$ cat src/rtl/tetron_move_ctrl.sv
// Move sequencer for the falling tetromino: proposes a candidate pose, checks its four
// cells against the board bounds and occupancy RAM, then commits, rejects or locks and respawns.
module tetron_move_ctrl #(
  parameter int BOARD_W = 10,
  parameter int BOARD_H = 20,
  parameter int SPAWN_X = 4
) (
  input  logic        clk,
  input  logic        rst_n,
  input  logic        req_left,
  input  logic        req_right,
  input  logic        req_rot,
  input  logic        drop_tick,
  output logic        shp_active,
  output logic [2:0]  shp_rot,
  input  logic [39:0] shp_off,
  output logic        brd_rd_en,
  output logic [4:0]  brd_rd_x,
  output logic [4:0]  brd_rd_y,
  input  logic        brd_rd_occ,
  output logic [4:0]  piece_x,
  output logic [4:0]  piece_y,
  output logic [1:0]  piece_rot,
  output logic        busy,
  output logic        lock_pulse,
  output logic        game_over
);

  typedef enum logic [2:0] {
    S_IDLE, S_PROPOSE, S_CHECK, S_DECIDE, S_LOCK, S_SPAWN_CHK
  } state_t;

  typedef enum logic [1:0] {MV_DROP, MV_ROT, MV_LEFT, MV_RIGHT} move_t;

  localparam logic [4:0] W5  = 5'(BOARD_W);
  localparam logic [4:0] H5  = 5'(BOARD_H);
  localparam logic [4:0] SX5 = 5'(SPAWN_X);

  state_t     state_reg, state_next;
  move_t      move_reg, move_next;
  logic [1:0] k_reg, k_next;
  logic [4:0] cx_reg, cx_next, cy_reg, cy_next;
  logic [1:0] crot_reg, crot_next;
  logic       spawn_reg, spawn_next;
  logic       fail_reg, fail_next;
  logic       rd_pend_reg, rd_pend_next;
  logic       drop_pend_reg, drop_pend_next;
  logic       game_over_reg, game_over_next;
  logic [4:0] piece_x_reg, piece_x_next, piece_y_reg, piece_y_next;
  logic [1:0] piece_rot_reg, piece_rot_next;

  logic [4:0] hoff [4];
  logic [4:0] voff [4];
  logic [4:0] cell_x, cell_y;
  logic       cell_oob, occ_hit, fail_now;

  for (genvar gi = 0; gi < 4; gi++) begin : g_off
    assign voff[gi] = shp_off[10*gi +: 5];
    assign hoff[gi] = shp_off[10*gi + 5 +: 5];
  end

  // Negative offsets wrap to 27..31, so one unsigned compare covers both edges.
  assign cell_x   = cx_reg + hoff[k_reg];
  assign cell_y   = cy_reg + voff[k_reg];
  assign cell_oob = (cell_x >= W5) || (cell_y >= H5);
  assign occ_hit  = rd_pend_reg & brd_rd_occ;
  assign fail_now = fail_reg | occ_hit;

  always_ff @(posedge clk or negedge rst_n) begin
    if (!rst_n) begin
      state_reg     <= S_IDLE;
      move_reg      <= MV_DROP;
      k_reg         <= '0;
      cx_reg        <= '0;
      cy_reg        <= '0;
      crot_reg      <= '0;
      spawn_reg     <= 1'b0;
      fail_reg      <= 1'b0;
      rd_pend_reg   <= 1'b0;
      drop_pend_reg <= 1'b0;
      game_over_reg <= 1'b0;
      piece_x_reg   <= SX5;
      piece_y_reg   <= 5'd1;
      piece_rot_reg <= '0;
    end else begin
      state_reg     <= state_next;
      move_reg      <= move_next;
      k_reg         <= k_next;
      cx_reg        <= cx_next;
      cy_reg        <= cy_next;
      crot_reg      <= crot_next;
      spawn_reg     <= spawn_next;
      fail_reg      <= fail_next;
      rd_pend_reg   <= rd_pend_next;
      drop_pend_reg <= drop_pend_next;
      game_over_reg <= game_over_next;
      piece_x_reg   <= piece_x_next;
      piece_y_reg   <= piece_y_next;
      piece_rot_reg <= piece_rot_next;
    end
  end

  always_comb begin
    state_next     = state_reg;
    move_next      = move_reg;
    k_next         = k_reg;
    cx_next        = cx_reg;
    cy_next        = cy_reg;
    crot_next      = crot_reg;
    spawn_next     = spawn_reg;
    fail_next      = fail_reg;
    rd_pend_next   = 1'b0;
    drop_pend_next = drop_pend_reg;
    game_over_next = game_over_reg;
    piece_x_next   = piece_x_reg;
    piece_y_next   = piece_y_reg;
    piece_rot_next = piece_rot_reg;
    shp_rot        = {1'b0, crot_reg};
    brd_rd_en      = 1'b0;
    brd_rd_x       = '0;
    brd_rd_y       = '0;
    lock_pulse     = 1'b0;

    unique case (state_reg)
      S_IDLE: begin
        shp_rot    = {1'b0, piece_rot_reg};
        cx_next    = piece_x_reg;
        cy_next    = piece_y_reg;
        crot_next  = piece_rot_reg;
        spawn_next = 1'b0;
        if (game_over_reg) begin
          drop_pend_next = 1'b0;
        end else if (drop_pend_reg || drop_tick) begin
          move_next  = MV_DROP;
          cy_next    = piece_y_reg + 5'd1;
          state_next = S_PROPOSE;
        end else if (req_rot) begin
          move_next  = MV_ROT;
          crot_next  = piece_rot_reg + 2'd1;
          state_next = S_PROPOSE;
        end else if (req_left) begin
          move_next  = MV_LEFT;
          cx_next    = piece_x_reg - 5'd1;
          state_next = S_PROPOSE;
        end else if (req_right) begin
          move_next  = MV_RIGHT;
          cx_next    = piece_x_reg + 5'd1;
          state_next = S_PROPOSE;
        end
      end
      S_PROPOSE: begin
        k_next     = '0;
        fail_next  = 1'b0;
        state_next = S_CHECK;
      end
      S_CHECK: begin
        if (!cell_oob) begin
          brd_rd_en = 1'b1;
          brd_rd_x  = cell_x;
          brd_rd_y  = cell_y;
        end
        rd_pend_next = !cell_oob;
        fail_next    = fail_now | cell_oob;
        k_next       = k_reg + 2'd1;
        if (k_reg == 2'd3)
          state_next = spawn_reg ? S_SPAWN_CHK : S_DECIDE;
      end
      S_DECIDE: begin
        state_next = S_IDLE;
        if (move_reg == MV_DROP)
          drop_pend_next = 1'b0;
        if (!fail_now) begin
          piece_x_next   = cx_reg;
          piece_y_next   = cy_reg;
          piece_rot_next = crot_reg;
        end else if (move_reg == MV_DROP) begin
          state_next = S_LOCK;
        end
      end
      S_LOCK: begin
        lock_pulse     = 1'b1;
        piece_x_next   = SX5;
        piece_y_next   = 5'd1;
        piece_rot_next = '0;
        cx_next        = SX5;
        cy_next        = 5'd1;
        crot_next      = '0;
        spawn_next     = 1'b1;
        state_next     = S_PROPOSE;
      end
      S_SPAWN_CHK: begin
        if (fail_now)
          game_over_next = 1'b1;
        state_next = S_IDLE;
      end
      default: state_next = S_IDLE;
    endcase

    // Gravity ticks must never be lost, so a new tick wins over any clear this cycle.
    if (drop_tick)
      drop_pend_next = 1'b1;
  end

  assign shp_active = 1'b1;
  assign busy       = (state_reg != S_IDLE);
  assign game_over  = game_over_reg;
  assign piece_x    = piece_x_reg;
  assign piece_y    = piece_y_reg;
  assign piece_rot  = piece_rot_reg;

endmodule

$ cat config.mk
export PLATFORM = sky130hd
export DESIGN_NAME = tetron_move_ctrl
export DESIGN_NICKNAME = d
export VERILOG_FILES = /design/src/rtl/tetron_move_ctrl.sv
export SDC_FILE = /design/constraint.sdc
export NUM_CORES = 1
export LEC_CHECK = 0
export CORE_ASPECT_RATIO = 0.75
export CORE_MARGIN = 3
export CORE_UTILIZATION = 47
export DETAILED_ROUTE_END_ITERATION = 12
export PLACE_DENSITY = 0.81
export REMOVE_ABC_BUFFERS = 1
export SKIP_LAST_GASP = 1
export SYNTH_ARGS = -nofsm -noshare
export SYNTH_HDL_FRONTEND = slang
export SYNTH_SLANG_ARGS = --single-unit
$ cat constraint.sdc
create_clock -name clk -period 6.22 [get_ports clk]
set_input_delay 1.244 -clock clk [delete_from_list [all_inputs] [get_ports clk]]
set_output_delay 1.244 -clock clk [all_outputs]
set_load 0.02 [all_outputs]
==> flow_metrics.env, run 1 <==
export IMPL_multi_input_area_sq_um=1480
export IMPL_worst_pin_slew_ns=0.710
export IMPL_cts_root_buf="clkbuf_8"
export IMPL_ys_flop_type="dfrtp_1"
export IMPL_synth_cells=259
export IMPL_path_class="in -> out"
export IMPL_cts_made_buffers=5
export IMPL_avgSynthCellArea_sq_um=9.63
export IMPL_power_switching_mw=0.439
export IMPL_total_power_mw=1.06
export IMPL_ant_nets=0
export IMPL_synthArstFlopShare_pct=100
export IMPL_p_leak_nw=1.58
export IMPL_tns_ns=0
export IMPL_hp_class="reg -> reg"
export IMPL_die_h_um=69.1
export IMPL_ys_warnings_count=0
export IMPL_synth_cell_type_count=48
export IMPL_post_drt_wl_per_cell_um=15.4
export IMPL_drc=0
export IMPL_clock_latency_ns=0.28
export IMPL_cp_max_fo=10
export IMPL_setup_viol=0
export IMPL_fin_worst_skew_ns=0.00864
export IMPL_hold_viol_final=0
export IMPL_grt_util_all_layers_pct=19.9
export IMPL_die_area_sq_um=6220
export IMPL_grt_setup_unrepaired="false"
export IMPL_nets=389
export IMPL_intPower_mw=0.618
export IMPL_p_clk_share_pct=15.4
export IMPL_arrival_ns=4.52
export IMPL_cts_setup_buffers=0
export IMPL_antenna_found_initial=0
export IMPL_status="finished, final reports clean"
export IMPL_grt_pass1_vias=2092
export IMPL_gp_congestion=0.831
export IMPL_clk_pin_slew_ns=0.07
export IMPL_grt_max_degree=37
export IMPL_syn_cell_area_sq_um=2490
export IMPL_cts_max_level=2
export IMPL_diodes=0
export IMPL_cts_hold_buffers=0
export IMPL_slew_headroom_pct=52.2
export IMPL_rows=22
export IMPL_fmax_ghz=0.173
export IMPL_ys_seq_area_share_pct=36.2
export IMPL_area_growth_pct=35.4
export IMPL_seqPwrFrac_pct=29.8
export IMPL_layout_drive_gt1_share_pct=11.2
export IMPL_cts_sink_count=36
export IMPL_cts_tree="done"
export IMPL_nFillCells=410
export IMPL_ctsLongestPathBuffers=2
export IMPL_routed_wl_mm=6.17
export IMPL_p_comb_share_pct=54.8
export IMPL_boundaryPins=77
export IMPL_p_per_area_nw_per_um2=313
export IMPL_fin_crit_ns=5.77
export IMPL_via_per_inst=5.40
export IMPL_placed_cell_area_sq_um=3260
export IMPL_min_from="move_reg[0]"
export IMPL_first_iter_violations=142
export IMPL_io_buffers=73
export IMPL_max_cap_violations=0
export IMPL_synth_edff_count=0
export IMPL_critPathRequiredTime_ns=4.98
export IMPL_core_sq_um=5010
export IMPL_start_kind="input pin"
export IMPL_timing_final_crit_share_pct=92.7
export IMPL_fin_area_sq_um=3380
export IMPL_die_w_um=90.1
export IMPL_grt_pass1_wl_mm=10.2
export IMPL_synth_seq_cells=36
export IMPL_drtPass1Iterations=5
export IMPL_ir_worst_vdd_mv=0.203
export IMPL_grt_overflow_total=0
export IMPL_final_seq_area_sq_um=903
export IMPL_dp_hpwl_mm=4.85
export IMPL_r2r_start="k_reg[0]"
export IMPL_switching_share_pct=41.5
export IMPL_drv_slew=0
export IMPL_initial_core_util_pct=49.8
export IMPL_cp_end_kind="primary output"
export IMPL_num_vias=2164
export IMPL_crit_start="shp_off[35]"
[timing repair]
action	in CTS	in global routing
setup endpoints to repair	0	10
hold endpoints to repair	0	0
gates resized for setup	0	10
[area by class of cell]
cell class,count,share of cell area [%]
Tap cell,72,2.67
Sequential cell,36,26.8
Multi-Input combinational cell,200,43.9
Inverter,9,1.00
Clock buffer,5,2.04
Clock inverter,3,0.556
Timing Repair Buffer,76,23.0
[cell usage after synthesis, types with 2 or more instances]
master	instances	area (sq um)
nor3b_2	6	75.1
dfstp_2	2	52.6
clkbuf_1	8	30.0
xnor3_1	2	45.0
nor2_1	16	60.1
nor2b_1	5	31.3
conb_1	2	7.51
xor2_1	6	52.6
mux4_2	10	225
o21a_1	2	15.0
dfrtp_1	34	851
a22o_1	3	26.3
o22ai_1	2	12.5
a31oi_1	2	12.5
mux2i_1	2	20.0
o21ai_0	13	65.1
buf_1	2	7.51
nand2_1	46	173
nor3_2	3	30.0
nand3_1	3	15.0
buf_4	3	22.5
a21o_1	6	45.0
xnor2_1	8	70.1
a21oi_1	20	100
nand2b_1	3	18.8
or4_1	2	15.0
fa_1	2	40.0
mux2_2	3	33.8
ha_1	12	150
nand4_1	2	12.5
and3_1	2	12.5
inv_1	9	33.8
nor3_1	3	15.0
[cells in the final DEF, fill, tap and decap left out, types with 2 or more instances in the layout]
cell,instances
nor3b_2,6
o21ai_0,13
xnor2_1,8
and3_1,2
a22o_1,3
nand4_1,2
xnor3_1,2
a21o_1,6
nand2_1,46
nor3_2,3
nand3_1,3
mux4_2,10
a31oi_1,2
o21a_1,2
or4_1,2
nor2_1,16
nand2b_1,3
clkdlybuf4s50_1,63
dfstp_2,2
clkbuf_8,5
inv_1,9
dlymetal6s2s_1,10
clkinv_2,2
mux2i_1,2
nor2b_1,5
dfrtp_1,34
o22ai_1,2
nor3_1,3
xor2_1,6
a21oi_1,20
buf_4,3
fa_1,2
ha_1,12
conb_1,3
mux2_2,3
[logic make-up (layout without fill, tap and decap cells)]
kind of cell	count (synthesis)	after routing	synth area share (%)
AO/OA/AOI/OAI	57	57	14.0
adder cells (fa/ha/maj)	14	14	7.63
multiplexers	15	15	11.2
other	2	3	0.301
AND/OR/NAND/NOR	95	95	19.5
XOR/XNOR	16	16	6.72
buffers and inverters	24	93	4.42
flip-flops	36	36	36.2
[final timing paths]
| check | end | slack [ns] | depth (start not counted) |
|---|---|---|---|
| min | move_reg[0] | 0.49 | 1 |
| min in group asynchronous | crot_reg[1] | 1.38 | 2 |
| min reg2reg | move_reg[0] | 0.49 | 1 |
| max in group asynchronous | piece_x[2] | 4.48 | 2 |
| max reg2reg | rd_pend_reg | 2.91 | 9 |
| max | brd_rd_x[0] | 0.45 | 11 |
[critical path, cell delays in order]
cell and delay, ns:
clkdlybuf4s50_1 0.39, mux4_2 0.48, ha_1 0.22, fa_1 0.44, a21o_1 0.20, a21oi_1 0.17
xnor3_1 0.24, or4_1 0.50, buf_4 0.21, nor3b_2 0.17, dlymetal6s2s_1 0.26
[per-stage QoR]
stage	setup WS [ns]	hold slack (ns)	instances	util (%)
2_1_floorplan	0.967	0.447	245	-
3_3_place_gp	0.164	0.472	393	65.2
3_5_place_dp	0.0663	0.472	393	65.2
4_1_cts	0.0738	0.488	401	66.9
5_1_grt	0.283	0.517	401	67.4
6_report	0.453	0.487	401	67.4
[per-layer routing]
layer / vias up / global-route usage (%) / wire, um
met2: 67 / 30.1 / 2740
li1: 1051 / - / -
met1: 1042 / 29.7 / 3040
met3: 4 / 4.36 / 369
met4: 0 / 3.23 / 27
met5: - / 0 / 0
[power by group through the flow]
| stage | Sequential [mW] | Combinational (mW) | Clock [mW] |
|---|---|---|---|
| CTS | 0.314 | 0.584 | 0.166 |
| global route | 0.323 | 0.630 | 0.178 |
| finish | 0.315 | 0.579 | 0.163 |
| detailed placement | 0.319 | 0.582 | 0 |
| floorplan | 0.316 | 0.392 | 0 |
| global placement | 0.318 | 0.570 | 0 |
No activity file was read; power rests on OpenSTA's default activity.
==> inputs of run 2 (changes only) <==
--- a/config.mk
+++ b/config.mk
@@ -8,6 +8,7 @@
 export CORE_ASPECT_RATIO = 0.75
 export CORE_MARGIN = 3
 export CORE_UTILIZATION = 47
+export CTS_CLUSTER_DIAMETER = 150
 export DETAILED_ROUTE_END_ITERATION = 12
 export PLACE_DENSITY = 0.81
 export REMOVE_ABC_BUFFERS = 1
==> results of run 2 <==
Final layout, timing and power as in run 1 (identical DEF).
==> inputs of run 3 (changes only) <==
--- a/config.mk
+++ b/config.mk
@@ -7,10 +7,10 @@
 export LEC_CHECK = 0
 export CORE_ASPECT_RATIO = 0.75
 export CORE_MARGIN = 3
-export CORE_UTILIZATION = 47
+export CORE_UTILIZATION = 43
 export CTS_CLUSTER_DIAMETER = 150
 export DETAILED_ROUTE_END_ITERATION = 12
-export PLACE_DENSITY = 0.81
+export PLACE_DENSITY = 0.79
 export REMOVE_ABC_BUFFERS = 1
 export SKIP_LAST_GASP = 1
 export SYNTH_ARGS = -nofsm -noshare
==> constraint.sdc (replaced) <==
create_clock -name clk -period 5 [get_ports clk]
set_input_delay 1 -clock clk [delete_from_list [all_inputs] [get_ports clk]]
set_output_delay 1 -clock clk [all_outputs]
set_load 0.02 [all_outputs]
==> flow_metrics.env, run 3 (synthesis results as in run 1) <==
export IMPL_post_drt_wl_per_cell_um=16.3
export IMPL_grt_setup_unrepaired="false"
export IMPL_ant_nets=0
export IMPL_final_cells=415
export IMPL_drtPass1Iterations=4
export IMPL_die_w_um=93.9
export IMPL_core_sq_um=5470
export IMPL_crit_family="buffers and inverters"
export IMPL_tns_ns=0
export IMPL_cp_end_kind="primary output"
export IMPL_area_growth_pct=39.2
export IMPL_boundaryPins=77
export IMPL_dp_cells=406
export IMPL_ctsLongestPathBuffers=2
export IMPL_cts_root_buf="clkbuf_8"
export IMPL_die_h_um=72.0
export IMPL_rows=23
export IMPL_place_worst_setup_slack_ns=-0.550
export IMPL_cts_sink_count=36
export IMPL_routed_wl_mm=6.75
export IMPL_dp_hpwl_mm=5.16
export IMPL_fmax_ghz=0.206
export IMPL_clock_latency_ns=0.30
export IMPL_critPathRequiredTime_ns=4.00
export IMPL_clk_pin_slew_ns=0.07
export IMPL_p_per_area_nw_per_um2=411
export IMPL_layout_setup_ws_ns=0.151
export IMPL_timing_final_crit_share_pct=97.0
export IMPL_grt_util_all_layers_pct=20.7
export IMPL_worst_pin_slew_ns=0.700
export IMPL_setup_viol=0
export IMPL_whs_ns=0.496
export IMPL_mostFrequentLayoutCells="clkdlybuf4s50_1 (59), nand2_1 (46), dfrtp_1 (34)"
export IMPL_die_area_sq_um=6760
export IMPL_fin_worst_skew_ns=0.00625
export IMPL_cts_setup_buffers=0
export IMPL_start_kind="input pin"
export IMPL_path_class="in -> out"
export IMPL_r2r_start="k_reg[0]"
export IMPL_grt_pass1_vias=2207
export IMPL_slowest_stage="or4_4"
export IMPL_layout_drive_gt1_share_pct=18.2
export IMPL_path_cells="clkdlybuf4s50_1 > mux4_2 > fa_2 > a21o_1 > a21oi_2 > xnor3_1 > or4_4 > buf_8 > nor3b_2 > buf_4"
export IMPL_diodes=0
export IMPL_path_buf_inv=3
export IMPL_arrival_ns=3.85
export IMPL_cp_max_fo=5
export IMPL_cts_max_level=2
export IMPL_drv_slew=0
export IMPL_crit_start="shp_off[6]"
export IMPL_hp_class="reg -> reg"
export IMPL_initial_core_util_pct=45.6
export IMPL_slowest_delay_ns=0.56
export IMPL_first_iter_violations=123
export IMPL_slew_headroom_pct=52.9
export IMPL_cts_tree="done"
export IMPL_max_cap_violations=0
export IMPL_antenna_found_initial=0
export IMPL_num_vias=2261
export IMPL_grt_pass1_wl_mm=10.9
export IMPL_fin_crit_ns=4.85
export IMPL_ir_worst_vdd_mv=0.261
export IMPL_nets=400
export IMPL_via_per_inst=5.45
export IMPL_io_buffers=73
export IMPL_total_power_mw=1.43
export IMPL_p_leak_nw=1.52
export IMPL_grt_overflow_total=0
export IMPL_cts_made_buffers=5
export IMPL_cts_hold_buffers=0
export IMPL_min_from="move_reg[0]"
export IMPL_hold_viol_final=0
export IMPL_grt_max_degree=37
export IMPL_gp_congestion=0.799
export IMPL_drc=0
export IMPL_final_common_cell="clkdlybuf4s50_1"
export IMPL_status="finished, final reports clean"
run 3: cell count changes in the layout (fill, tap and decap cells not counted), moves of 2 or more:
| cell | previous run | this run |
|---|---|---|
| buf_4 | 3 | 18 |
| dlymetal6s2s_1 | 10 | 4 |
| clkdlybuf4s50_1 | 63 | 59 |
| buf_2 | 0 | 3 |
| buf_6 | 0 | 2 |
| clkinv_2 | 2 | 0 |
| clkinvlp_4 | 0 | 2 |
run 3: stage by stage:
step	utilization, %	area [sq um]
after detailed placement	61.1	3340
after global placement	61.1	3340
after global routing	63.5	3470
after CTS	63.0	3450
after floorplan	-	2420
final	63.5	3470
run 3: path summary, 6_finish.rpt:
| kind | to | cells after the start | slack [ns] |
|---|---|---|---|
| hold reg to reg | move_reg[0] | 1 | 0.50 |
| hold / removal | move_reg[0] | 1 | 0.50 |
| min in group asynchronous | piece_rot[1] | 2 | 1.11 |
| max in group asynchronous | piece_x[2] | 2 | 3.54 |
| setup / recovery | brd_rd_y[0] | 10 | 0.15 |
| setup reg to reg | rd_pend_reg | 9 | 1.97 |
run 3: cell type report:
class / count / area [sq um]
repair buffers: 87 / 828
clock buffers: 5 / 68.8
multi-input cells: 200 / 1520
fillers: 457 / 2000
inverters: 9 / 33.8
flip-flops and latches: 36 / 903
well taps: 75 / 93.8
clock inverters: 3 / 23.8
run 3: repair_timing:
action / in CTS / in global routing
setup endpoints to repair: 10 / 10
gates cloned: 1 / 0
resized for setup: 56 / 7
pin swaps: 1 / 6
run 3: layer usage:
metal | vias to the layer above | part of all wire [%] | GRT usage [%]
met5 | - | 0 | 0
li1 | 1070 | - | -
met4 | 0 | 0.76 | 3.53
met3 | 8 | 8.6 | 5.70
met2 | 80 | 45 | 31.8
met1 | 1103 | 45 | 30.0
run 3: where the power goes:
| group | total, mW | switching, mW | leakage [nW] | internal, mW |
|---|---|---|---|---|
| sequential | 0.380 | 0.0538 | 0.471 | 0.327 |
| clock | 0.217 | 0.118 | 0.0404 | 0.0986 |
| combinational | 0.831 | 0.429 | 1.00 | 0.402 |
| total | 1.43 | 0.600 | 1.52 | 0.827 |
run 3: worst reg2reg max path, delay by kind of cell (launching register included):
family / cells / cell delay [ns]
simple gates: 2 / 0.67
mux: 1 / 0.58
fa+ha+maj: 2 / 0.54
flops: 1 / 0.48
compound gates: 2 / 0.29
xor+xnor: 1 / 0.23
buf+inv: 1 / 0.17
